<file path="src/rtl/pattern_sequencer.sv">
// Pattern buffer bank sequencer: walks bufp/fieldp over buffers start_buf..end_buf
// and hands each field byte to the consumer. Define PATSEQ_LOOP_EN for continuous looping.
module pattern_sequencer #(
  parameter int NUM_BUFS    = 8,
  parameter int BUF_PTR_W   = 3,
  parameter int BUFFER_SIZE = 32,
  parameter int FIELD_PTR_W = 5
) (
  input  logic                   clk,
  input  logic                   reset,
  input  logic                   start,
  input  logic                   stop,
  input  logic [BUF_PTR_W-1:0]   start_buf,
  input  logic [BUF_PTR_W-1:0]   end_buf,
  input  logic [FIELD_PTR_W:0]   pattern_len,
  input  logic                   field_ack,
  input  logic                   load_active,
  input  logic [BUF_PTR_W-1:0]   load_addr,
  output logic [BUF_PTR_W-1:0]   bufp,
  output logic [FIELD_PTR_W-1:0] fieldp,
  output logic                   incbufp,
  output logic                   incfieldp,
  output logic                   field_valid,
  output logic                   busy,
  output logic                   stall,
  output logic                   done
);

  typedef enum logic [2:0] {
    IDLE     = 3'd0,
    BUFSET   = 3'd1,
    FIELDSET = 3'd2,
    SETTLE   = 3'd3,
    VALID    = 3'd4,
    DONE     = 3'd5
  } state_t;

  localparam logic [BUF_PTR_W-1:0]   BUF_ONE   = BUF_PTR_W'(1);
  localparam logic [BUF_PTR_W-1:0]   BUF_LAST  = BUF_PTR_W'(NUM_BUFS - 1);
  localparam logic [FIELD_PTR_W-1:0] FIELD_ONE = FIELD_PTR_W'(1);
  localparam logic [FIELD_PTR_W:0]   LEN_ONE   = (FIELD_PTR_W+1)'(1);
  localparam logic [FIELD_PTR_W:0]   LEN_FULL  = (FIELD_PTR_W+1)'(BUFFER_SIZE);

  state_t                 state_reg, state_next;
  logic [BUF_PTR_W-1:0]   bufp_reg, bufp_next;
  logic [FIELD_PTR_W-1:0] fieldp_reg, fieldp_next;
  logic [BUF_PTR_W-1:0]   target_reg, target_next;
  logic [BUF_PTR_W-1:0]   end_reg, end_next;
  logic [FIELD_PTR_W-1:0] last_reg, last_next;
`ifdef PATSEQ_LOOP_EN
  logic [BUF_PTR_W-1:0]   start_reg, start_next;
`endif
  logic                   incbufp_reg, incbufp_next;
  logic                   incfieldp_reg, incfieldp_next;
  logic                   valid_reg, valid_next;
  logic                   busy_reg, busy_next;
  logic                   stall_reg, stall_next;
  logic                   done_reg, done_next;

  logic                   conflict;
  logic                   last_byte;
  logic [FIELD_PTR_W:0]   len_eff;
  logic [BUF_PTR_W-1:0]   bufp_succ;

  always_comb begin
    state_next     = state_reg;
    bufp_next      = bufp_reg;
    fieldp_next    = fieldp_reg;
    target_next    = target_reg;
    end_next       = end_reg;
    last_next      = last_reg;
`ifdef PATSEQ_LOOP_EN
    start_next     = start_reg;
`endif
    incbufp_next   = 1'b0;
    incfieldp_next = 1'b0;
    stall_next     = 1'b0;
    done_next      = 1'b0;

    conflict  = load_active && (load_addr == target_reg);
    last_byte = (fieldp_reg >= last_reg);
    len_eff   = (pattern_len == '0) ? LEN_FULL : pattern_len;
    bufp_succ = (bufp_reg == BUF_LAST) ? '0 : bufp_reg + BUF_ONE;

    // stop outranks everything, including a start in the same cycle
    if (stop) begin
      state_next = IDLE;
    end else begin
      case (state_reg)
        IDLE: begin
          if (start) begin
            target_next = start_buf;
            end_next    = end_buf;
            last_next   = FIELD_PTR_W'(len_eff - LEN_ONE);
`ifdef PATSEQ_LOOP_EN
            start_next  = start_buf;
`endif
            state_next  = BUFSET;
          end
        end

        BUFSET: begin
          // never point at a buffer the serial loader is still writing
          if (conflict) begin
            stall_next = 1'b1;
          end else begin
            bufp_next    = target_reg;
            incbufp_next = 1'b1;
            state_next   = FIELDSET;
          end
        end

        FIELDSET: begin
          fieldp_next    = '0;
          incfieldp_next = 1'b1;
          state_next     = SETTLE;
        end

        SETTLE: begin
          state_next = VALID;
        end

        VALID: begin
          if (field_ack) begin
            if (!last_byte) begin
              fieldp_next    = fieldp_reg + FIELD_ONE;
              incfieldp_next = 1'b1;
              state_next     = SETTLE;
            end else if (bufp_reg != end_reg) begin
              target_next = bufp_succ;
              state_next  = BUFSET;
            end else begin
`ifdef PATSEQ_LOOP_EN
              target_next = start_reg;
              done_next   = 1'b1;
              state_next  = BUFSET;
`else
              done_next   = 1'b1;
              state_next  = DONE;
`endif
            end
          end
        end

        DONE: begin
          state_next = IDLE;
        end

        default: begin
          state_next = IDLE;
        end
      endcase
    end

    valid_next = (state_next == VALID);
    busy_next  = (state_next != IDLE);
  end

  always_ff @(posedge clk) begin
    if (reset) begin
      state_reg     <= IDLE;
      bufp_reg      <= '0;
      fieldp_reg    <= '0;
      target_reg    <= '0;
      end_reg       <= '0;
      last_reg      <= '0;
`ifdef PATSEQ_LOOP_EN
      start_reg     <= '0;
`endif
      incbufp_reg   <= 1'b0;
      incfieldp_reg <= 1'b0;
      valid_reg     <= 1'b0;
      busy_reg      <= 1'b0;
      stall_reg     <= 1'b0;
      done_reg      <= 1'b0;
    end else begin
      state_reg     <= state_next;
      bufp_reg      <= bufp_next;
      fieldp_reg    <= fieldp_next;
      target_reg    <= target_next;
      end_reg       <= end_next;
      last_reg      <= last_next;
`ifdef PATSEQ_LOOP_EN
      start_reg     <= start_next;
`endif
      incbufp_reg   <= incbufp_next;
      incfieldp_reg <= incfieldp_next;
      valid_reg     <= valid_next;
      busy_reg      <= busy_next;
      stall_reg     <= stall_next;
      done_reg      <= done_next;
    end
  end

  assign bufp        = bufp_reg;
  assign fieldp      = fieldp_reg;
  assign incbufp     = incbufp_reg;
  assign incfieldp   = incfieldp_reg;
  assign field_valid = valid_reg;
  assign busy        = busy_reg;
  assign stall       = stall_reg;
  assign done        = done_reg;

endmodule

</file>
<file path="config.mk">
export PLATFORM = sky130hd
export DESIGN_NAME = pattern_sequencer
export DESIGN_NICKNAME = d
export VERILOG_FILES = /design/src/rtl/pattern_sequencer.sv
export SDC_FILE = /design/constraint.sdc
export NUM_CORES = 1
export LEC_CHECK = 0
export CORE_MARGIN = 4
export CORE_UTILIZATION = 45
export DETAILED_ROUTE_END_ITERATION = 10
export PLACE_DENSITY = 0.78
export SYNTH_ARGS = -nofsm -noshare
export SYNTH_HDL_FRONTEND = slang
export SYNTH_SLANG_ARGS = --single-unit
</file>
<file path="constraint.sdc">
create_clock -name clk -period 2.35 [get_ports clk]
set_clock_uncertainty 0.2 [all_clocks]
set_input_delay 0.3525 -clock clk [delete_from_list [all_inputs] [get_ports clk]]
set_output_delay 0.3525 -clock clk [all_outputs]
set_load 0.02 [all_outputs]
</file>
Word-level counts from Yosys, hierarchy flattened

Index checks and enable logic that the tools add are counted.

Output and inout port bits: 14
Input port bits: 21
Word-level logic and storage cells: 71
Memories kept: 0
ROM bits: 0
Bits in latches: 0
RAM bits: 0
Register bits after elaboration: 28

Reductions and logical operators: 13
Bitwise operators: 6
Shifts and indexed selects: 0
Equality and inequality tests: 13
Divide/modulo/power cells: 0
Multiplexer cells: 23
Multipliers: 0
Order comparisons: 1
Add/sub/neg operators: 3

Operator list:

| kind                                                                  | count |
|---|---|
| 3-bit 2-to-1 mux                                                      | 11 |
| 5-bit 2-to-1 mux                                                      | 3 |
| 3-bit one-hot mux with 5 select lines                                 | 1 |
| 2-bit inequality test, second input constant                          | 5 |
| 5-bit one-hot mux with 2 select lines                                 | 1 |
| 3-bit equality test, second input constant                            | 3 |
| 3-bit by 2-bit equality test with 1-bit output, second input constant | 2 |
| 6-bit logical NOT                                                     | 1 |
| 1-bit NOT                                                             | 6 |
| 3-bit one-hot mux with 2 select lines                                 | 1 |
| 3-bit AND reduction                                                   | 2 |
| 6-bit AND reduction                                                   | 1 |
| 5-bit by 1-bit adder with 5-bit output, second input constant         | 1 |
| 5-bit >= comparator                                                   | 1 |
| 1-bit 2-to-1 mux                                                      | 5 |
| 5-bit OR reduction                                                    | 1 |
| 5-bit by 1-bit subtractor with 5-bit output, second input constant    | 1 |
| 4-bit AND reduction                                                   | 1 |
| 2-bit nonzero test                                                    | 2 |
| 3-bit by 1-bit adder with 3-bit output, second input constant         | 1 |
| 3-bit by 1-bit equality test with 1-bit output, second input constant | 1 |
| 3-bit equality test                                                   | 1 |
| 3-bit logical NOT                                                     | 1 |
| 3-bit inequality test                                                 | 1 |
| 5 further kinds                                                       | 5 |

Longest topological paths before layout

Gate-level depths: netlist of the first run.

Depth after elaboration: 7
Depth in mapped cells: 7
Depth with buffers taken out: 7

Worst setup path before layout of the first run

Ideal clock, no wire load.

Path type: register to register
Start point: reg fieldp_reg[0], in the netlist fieldp[0]
End point: reg target_reg[0]
Setup time: 0.121 ns
Buffers on the path: 0
Cell stages (with the launch flop): 8
Period minus slack after synthesis: 2.353 ns
Data arrival time: 2.032 ns
Setup slack: -0.003 ns
Required time: 2.029 ns
Path through: dfxtp_1 > inv_1 > ha_1 > nand2b_1 > a31oi_1 > o21ai_0 > a31oi_1 > mux2_2

Longest elaborated chain between the ends: 3

Ends and longest elaborated chain:

| what                            | RTL line | RTL |
|---|---|---|
| from (decl)                     | 46       | `logic [FIELD_PTR_W-1:0] fieldp_reg, fieldp_next;` |
| from (signal assigned)          | 179      | `fieldp_reg <= fieldp_next;` |
| 5-bit >= comparator             | 81       | `last_byte = (fieldp_reg >= last_reg);` |
| 2-bit inequality test (no line) | n/a      |  |
| 6-bit AND reduction (no line)   | n/a      |  |
| to (signal assigned)            | 180      | `target_reg <= target_next;` |
| to (decl)                       | 47       | `logic [BUF_PTR_W-1:0] target_reg, target_next;` |

No other way between the ends.
A chain may end at the register's enable or synchronous reset.

Worst setup path in the final report of the first run

Start point: reg fieldp_reg[0], in the netlist fieldp[0]
End point: reg target_reg[1]

Same word-level chain as after synthesis.

==> impl_metrics.env, run 1 <==
export IMPL_finalPower_uw=900
export IMPL_crit_path_start_kind="flip-flop"
export IMPL_synthFlopType="dfxtp_1"
export IMPL_diodes=0
export IMPL_hp_start="last_reg[1]$_SDFFE_PP0P_"
export IMPL_ant_nets=0
export IMPL_ys_ff_latch=28
export IMPL_yosys_top_cells_count="dfxtp_1, nor2_1, nand2_1"
export IMPL_seqPwrFrac_pct=55.7
export IMPL_cts_tree="built"
export IMPL_r2r_end="target_reg[1]$_SDFFE_PP0P_"
export IMPL_synth_xor_area_share_pct=5.18
export IMPL_rows=20
export IMPL_reg2reg_depth=7
export IMPL_htreeDepth=1
export IMPL_yosys_area_share_simple_pct=22.6
export IMPL_multi_input_area_um2=885
export IMPL_seq_area_um2=561
export IMPL_cts_hold_buf=0
export IMPL_power_clock_fraction_pct=26.9
export IMPL_drv_slew=0
export IMPL_min_delay_path_depth=2
export IMPL_dieHeight_um=66.2
export IMPL_hold_path_class="flip-flop to flip-flop"
export IMPL_ys_seq_area_share_pct=36.8
export IMPL_vias_per_cell=5.33
export IMPL_max_cap_violations=0
export IMPL_post_route_period_util_pct=93.2
export IMPL_yosys_cell_types_count=43
export IMPL_critPathArrivalTime_ns=2.24
export IMPL_gp_congestion=0.867
export IMPL_synth_top_area_share_pct=36.8
export IMPL_status="finished clean"
export IMPL_drc=0
export IMPL_vias=1349
export IMPL_synth_warnings=0
export IMPL_relSlewSlack_pct=66.3
export IMPL_rrSetupSlack_ns=0.16
export IMPL_drive_above_1_share_pct=10.5
export IMPL_postPlaceCellArea_mm2=0.00192
export IMPL_final_nets=240
export IMPL_hpwl_um=2720
export IMPL_p_leak_uw=0.000766
export IMPL_p_per_area_mw_per_mm2=458
export IMPL_crit_fanout=5
export IMPL_net_switching_power_uw=233
export IMPL_io_pin_count=35
export IMPL_drt_wl_total_um=3400
export IMPL_syn_mean_instance_area_um2=8.90
export IMPL_synthMuxAreaShare_pct=4.19
export IMPL_cp_end_kind="flip-flop"
export IMPL_first_pass_iters=4
export IMPL_synthAdderAreaFrac_pct=7.40
export IMPL_hold_viol=0
export IMPL_synthArstFlopShare_pct=0
export IMPL_finalCriticalPeriod_ns=2.19
export IMPL_crit_type="flip-flop to flip-flop"
export IMPL_nFillCells=288
export IMPL_grt_usage_pct=17.3
export IMPL_intPower_uw=667
export IMPL_grt_pass1_wl_um=5910
export IMPL_final_cell_area_mm2=0.00197
export IMPL_synth_largest_area_cell="dfxtp_1"
export IMPL_crit_path_start="fieldp[0]$_SDFFE_PP0P_"
export IMPL_cts_root_buf="clkbuf_4"
export IMPL_synth_area_top_cells="dfxtp_1, ha_1, nor2_1"
export IMPL_die_area_mm2=0.00438
export IMPL_drt_wirelength_per_cell_um=13.4
export IMPL_max_freq_mhz=457
export IMPL_crit_required_ns=2.40
export IMPL_syn_area_mm2=0.00152
export IMPL_clkSinkCount=28
export IMPL_grt_ovfl_total=0
export IMPL_combPwrFrac_pct=17.3
export IMPL_die_w_um=66.2
export IMPL_synth_most_common_cell="dfxtp_1"
export IMPL_start_util_pct=48.3
export IMPL_first_iter_violations=88
export IMPL_grt_pass1_vias=1366
export IMPL_antenna_found_initial=0
export IMPL_peakVddDrop_v=0.000332
export IMPL_rsz0062_at_grt="no"
export IMPL_cts_buffer_depth=2
export IMPL_clk_pin_slew_ns=0.16
export IMPL_numCtsBuffers=3
export IMPL_whs_endpoint="last_reg[1]$_SDFFE_PP0P_"
export IMPL_timing_rr_start="fieldp[0]$_SDFFE_PP0P_"
export IMPL_setup_violations=0
export IMPL_syn_to_final_growth_pct=29.2
export IMPL_power_share_switching_pct=25.9
export IMPL_synth_top_family_by_area="simple AND/OR/NAND/NOR gates"
export IMPL_syn_num_nets=201
export IMPL_syn_inst=171
export IMPL_synth_compound_area_share_pct=18.3
export IMPL_synth_edff_count=0
export IMPL_clk_latency_ns=0.34
export IMPL_port_buffers=34
export IMPL_setup_tns_ns=0
export IMPL_grt_max_degree=23
export IMPL_design_core_area_mm2=0.00315
export IMPL_worst_pin_slew_ns=0.502
==> layout make-up <==
| type | instances | area share [%] |
|---|---|---|
| multi-input cells | 126 | 45.0 |
| flip-flops and latches | 28 | 28.5 |
| repair buffers | 41 | 20.0 |
| well taps | 44 | 2.80 |
| inverters | 10 | 1.91 |
| clock buffers | 4 | 1.84 |
==> layer usage <==
| metal | track usage (%) | wire length (um) |
|---|---|---|
| met5 | 0 | 0 |
| met4 | 6.09 | 51 |
| met3 | 2.72 | 155 |
| met2 | 31.0 | 1660 |
| met1 | 20.5 | 1530 |
==> worst max path at each step <==
stage / endpoint / slack [ns]
final: target_reg[1]$_SDFFE_PP0P_ / 0.16
after global routing: target_reg[1]$_SDFFE_PP0P_ / 0.03
after CTS: target_reg[1]$_SDFFE_PP0P_ / 0.12
after detailed placement: target_reg[1]$_SDFFE_PP0P_ / 0.09
after global placement: target_reg[0]$_SDFFE_PP0P_ / 0.18
after floorplan: target_reg[0]$_SDFFE_PP0P_ / 0.006
==> worst max-delay path, stage by stage (launching register included) <==
cell      delay [ns]
dfxtp_1         0.42
inv_1           0.08
ha_1            0.28
nand2b_1        0.14
a31oi_1         0.19
o21ai_0         0.14
a31oi_2         0.29
mux2_2          0.37
==> cell families (layout without fill, tap and decap cells) <==
| logic type | count (synthesis) | count (layout) |
|---|---|---|
| AO/OA/AOI/OAI | 39 | 39 |
| multiplexers | 6 | 6 |
| flip-flops | 28 | 28 |
| buffers and inverters | 17 | 55 |
| AND/OR/NAND/NOR | 63 | 63 |
| adder cells (fa/ha/maj) | 9 | 9 |
| XOR/XNOR | 9 | 9 |
==> per-stage QoR <==
stage | hold WS [ns] | utilization, % | worst slack (ns) | std cells
6_report | 0.313 | 62.4 | 0.160 | 253
5_1_grt | 0.342 | 62.4 | 0.0318 | 253
4_1_cts | 0.316 | 62.2 | 0.119 | 253
3_5_place_dp | 0.292 | 61.0 | 0.0870 | 249
3_3_place_gp | 0.291 | 61.0 | 0.184 | 249
2_1_floorplan | 0.252 | - | 0.00621 | 171
==> cells in the final DEF, fill, tap and decap left out, types with 4 or more instances in the layout <==
cell type and instances:
xor2_1 4, nand3_1 5, xnor2_1 5, a31oi_1 6
ha_1 9, clkdlybuf4s50_1 34, dfxtp_1 28, o21ai_0 4
nor2_1 18, buf_4 7, a211oi_1 4, inv_1 10
a21oi_1 12, nand2_1 13
==> power by group through the flow <==
stage | Clock (uW) | Combinational, uW | Sequential [uW]
global route | 267 | 174 | 504
floorplan | 0 | 87.9 | 510
CTS | 251 | 156 | 502
finish | 242 | 156 | 502
global placement | 0 | 149 | 512
detailed placement | 0 | 156 | 512
==> what timing repair did <==
item,4_1_cts,5_1_grt
setup endpoints to repair,0,3
gates resized for setup,0,1
buffers inserted,0,0
endpoints found under the hold margin,0,0
No activity file was read; power rests on OpenSTA's default activity.
==> run 2: changes to the inputs <==
Settings changed: CORE_ASPECT_RATIO set to 1.75, SKIP_CTS_REPAIR_TIMING set to 1.
==> impl_metrics.env, run 2 (synthesized netlist as in run 1, its figures left out) <==
export IMPL_status="finished clean"
export IMPL_drc=0
export IMPL_hold_path_class="flip-flop to flip-flop"
export IMPL_drt_wirelength_per_cell_um=14.4
export IMPL_drt_wl_total_um=3640
export IMPL_die_area_mm2=0.00441
export IMPL_nFillCells=278
export IMPL_power_share_switching_pct=24.5
export IMPL_vias_per_cell=5.45
export IMPL_crit_fanout=7
export IMPL_reg2reg_depth=6
export IMPL_worst_path_buf_inv=0
export IMPL_path_depth=6
export IMPL_first_pass_iters=4
export IMPL_power_clock_fraction_pct=31.1
export IMPL_worst_pin_slew_ns=0.465
export IMPL_grt_use_met2_pct=33.8
export IMPL_io_pin_count=35
export IMPL_cts_root_buf="clkbuf_8"
export IMPL_clk_latency_ns=0.27
export IMPL_first_iter_violations=7
export IMPL_timing_rr_start="fieldp[2]$_SDFFE_PP0P_"
export IMPL_cts_buffer_depth=2
export IMPL_ant_nets=0
export IMPL_p_per_area_mw_per_mm2=480
export IMPL_port_buffers=34
export IMPL_post_route_period_util_pct=92.6
export IMPL_finalCriticalPeriod_ns=2.18
export IMPL_rrSetupSlack_ns=0.17
export IMPL_final_util_pct=61.9
export IMPL_diodes=0
export IMPL_max_freq_mhz=459
export IMPL_clk_pin_slew_ns=0.09
export IMPL_seq_area_um2=562
export IMPL_hpwl_um=2990
export IMPL_drv_slew=0
export IMPL_crit_type="flip-flop to flip-flop"
export IMPL_finalPower_uw=953
export IMPL_cp_endpoint="target_reg[0]$_SDFFE_PP0P_"
export IMPL_htreeDepth=1
export IMPL_cp_top_family="compound AO/OA/AOI/OAI gates"
export IMPL_die_w_um=52.0
export IMPL_grt_ovfl_total=0
export IMPL_most_common_layout_cells="clkdlybuf4s50_1, dfxtp_1, nor2_1, nand2_1, a21oi_1"
export IMPL_use_met1_pct=16.2
export IMPL_vias=1374
export IMPL_crit_path_start="fieldp[2]$_SDFFE_PP0P_"
export IMPL_clkSinkCount=28
export IMPL_hold_viol=0
export IMPL_final_nets=240
export IMPL_r2r_end="target_reg[0]$_SDFFE_PP0P_"
export IMPL_max_cap_violations=0
export IMPL_intPower_uw=720
export IMPL_setup_violations=0
export IMPL_relSlewSlack_pct=69.0
export IMPL_critPathArrivalTime_ns=2.14
export IMPL_crit_slowest_cell="dfxtp_1"
export IMPL_setup_tns_ns=0
export IMPL_rows=27
export IMPL_dieHeight_um=85.0
export IMPL_drive_above_1_share_pct=11.0
export IMPL_final_common_cell="clkdlybuf4s50_1"
export IMPL_crit_required_ns=2.32
export IMPL_cts_tree="built"
export IMPL_combPwrFrac_pct=16.3
export IMPL_net_switching_power_uw=233
export IMPL_cp_end_kind="flip-flop"
export IMPL_rsz0062_at_grt="no"
export IMPL_seqPwrFrac_pct=52.6
export IMPL_gp_congestion=0.789
export IMPL_p_leak_uw=0.000774
export IMPL_multi_input_area_um2=885
export IMPL_syn_to_final_growth_pct=30.4
export IMPL_grt_usage_pct=17.3
export IMPL_grt_use_met3_pct=2.28
export IMPL_grt_pass1_vias=1385
export IMPL_design_core_area_mm2=0.00321
export IMPL_numCtsBuffers=3
export IMPL_peakVddDrop_v=0.000424
export IMPL_crit_path_start_kind="flip-flop"
export IMPL_grt_pass1_wl_um=5860
export IMPL_grt_busiest_layer="met2"
export IMPL_start_util_pct=47.4
export IMPL_grt_max_degree=23
export IMPL_slowest_delay_ns=0.44
export IMPL_crit_chain="ha_1, a21o_1, a31oi_1, o21ai_0, a31oi_2, mux2_2"
export IMPL_antenna_found_initial=0
run 2: worst register-to-register path: cells and delay by family (launching register included):
family,cells,cell delay (ns)
compound gates,4,0.78
flops,1,0.44
mux,1,0.37
fa+ha+maj,1,0.28
run 2: worst min path at each step:
stage / startpoint / end / slack [ns] / cells past startpoint
6_report: target_reg[1]$_SDFFE_PP0P_ / bufp[1]$_SDFFE_PP0P_ / 0.30 / 2
2_1_floorplan: target_reg[0]$_SDFFE_PP0P_ / bufp[0]$_SDFFE_PP0P_ / 0.25 / 2
3_3_place_gp: last_reg[2]$_SDFFE_PP0P_ / last_reg[2]$_SDFFE_PP0P_ / 0.29 / 2
5_1_grt: target_reg[1]$_SDFFE_PP0P_ / bufp[1]$_SDFFE_PP0P_ / 0.34 / 2
4_1_cts: last_reg[4]$_SDFFE_PP0P_ / last_reg[4]$_SDFFE_PP0P_ / 0.31 / 2
3_5_place_dp: target_reg[1]$_SDFFE_PP0P_ / bufp[1]$_SDFFE_PP0P_ / 0.29 / 2
run 2: power groups by stage:
stage	Sequential (uW)	Clock [uW]	Combinational, uW
floorplan	510	0	87.9
global route	503	319	170
CTS	501	303	155
finish	501	297	155
detailed placement	512	0	155
global placement	511	0	150
run 2: metrics by stage:
| step | setup slack, ns | cell area [um^2] | hold WS, ns | instances |
|---|---|---|---|---|
| final | 0.173 | 1990 | 0.304 | 252 |
| after global placement | 0.185 | 1920 | 0.292 | 248 |
| after CTS | 0.0812 | 1980 | 0.308 | 252 |
| after global routing | 0.0613 | 1990 | 0.339 | 252 |
| after floorplan | 0.00621 | 1520 | 0.252 | 171 |
| after detailed placement | 0.120 | 1920 | 0.289 | 248 |
run 2: layout make-up:
| class | instances | share of cell area, % |
|---|---|---|
| Tap cell | 43 | 2.71 |
| Timing Repair Buffer | 41 | 19.8 |
| Clock buffer | 4 | 2.77 |
| Sequential cell | 28 | 28.3 |
| Multi-Input combinational cell | 126 | 44.5 |
| Inverter | 10 | 1.89 |
run 2: per-layer routing:
| layer | wire length [um] | share of wire (%) | vias up |
|---|---|---|---|
| met2 | 2170 | 59 | 32 |
| li1 | - | - | 683 |
| met1 | 1280 | 35 | 651 |
| met5 | 0 | 0 | - |
| met4 | 88 | 2.4 | 0 |
| met3 | 104 | 2.9 | 8 |
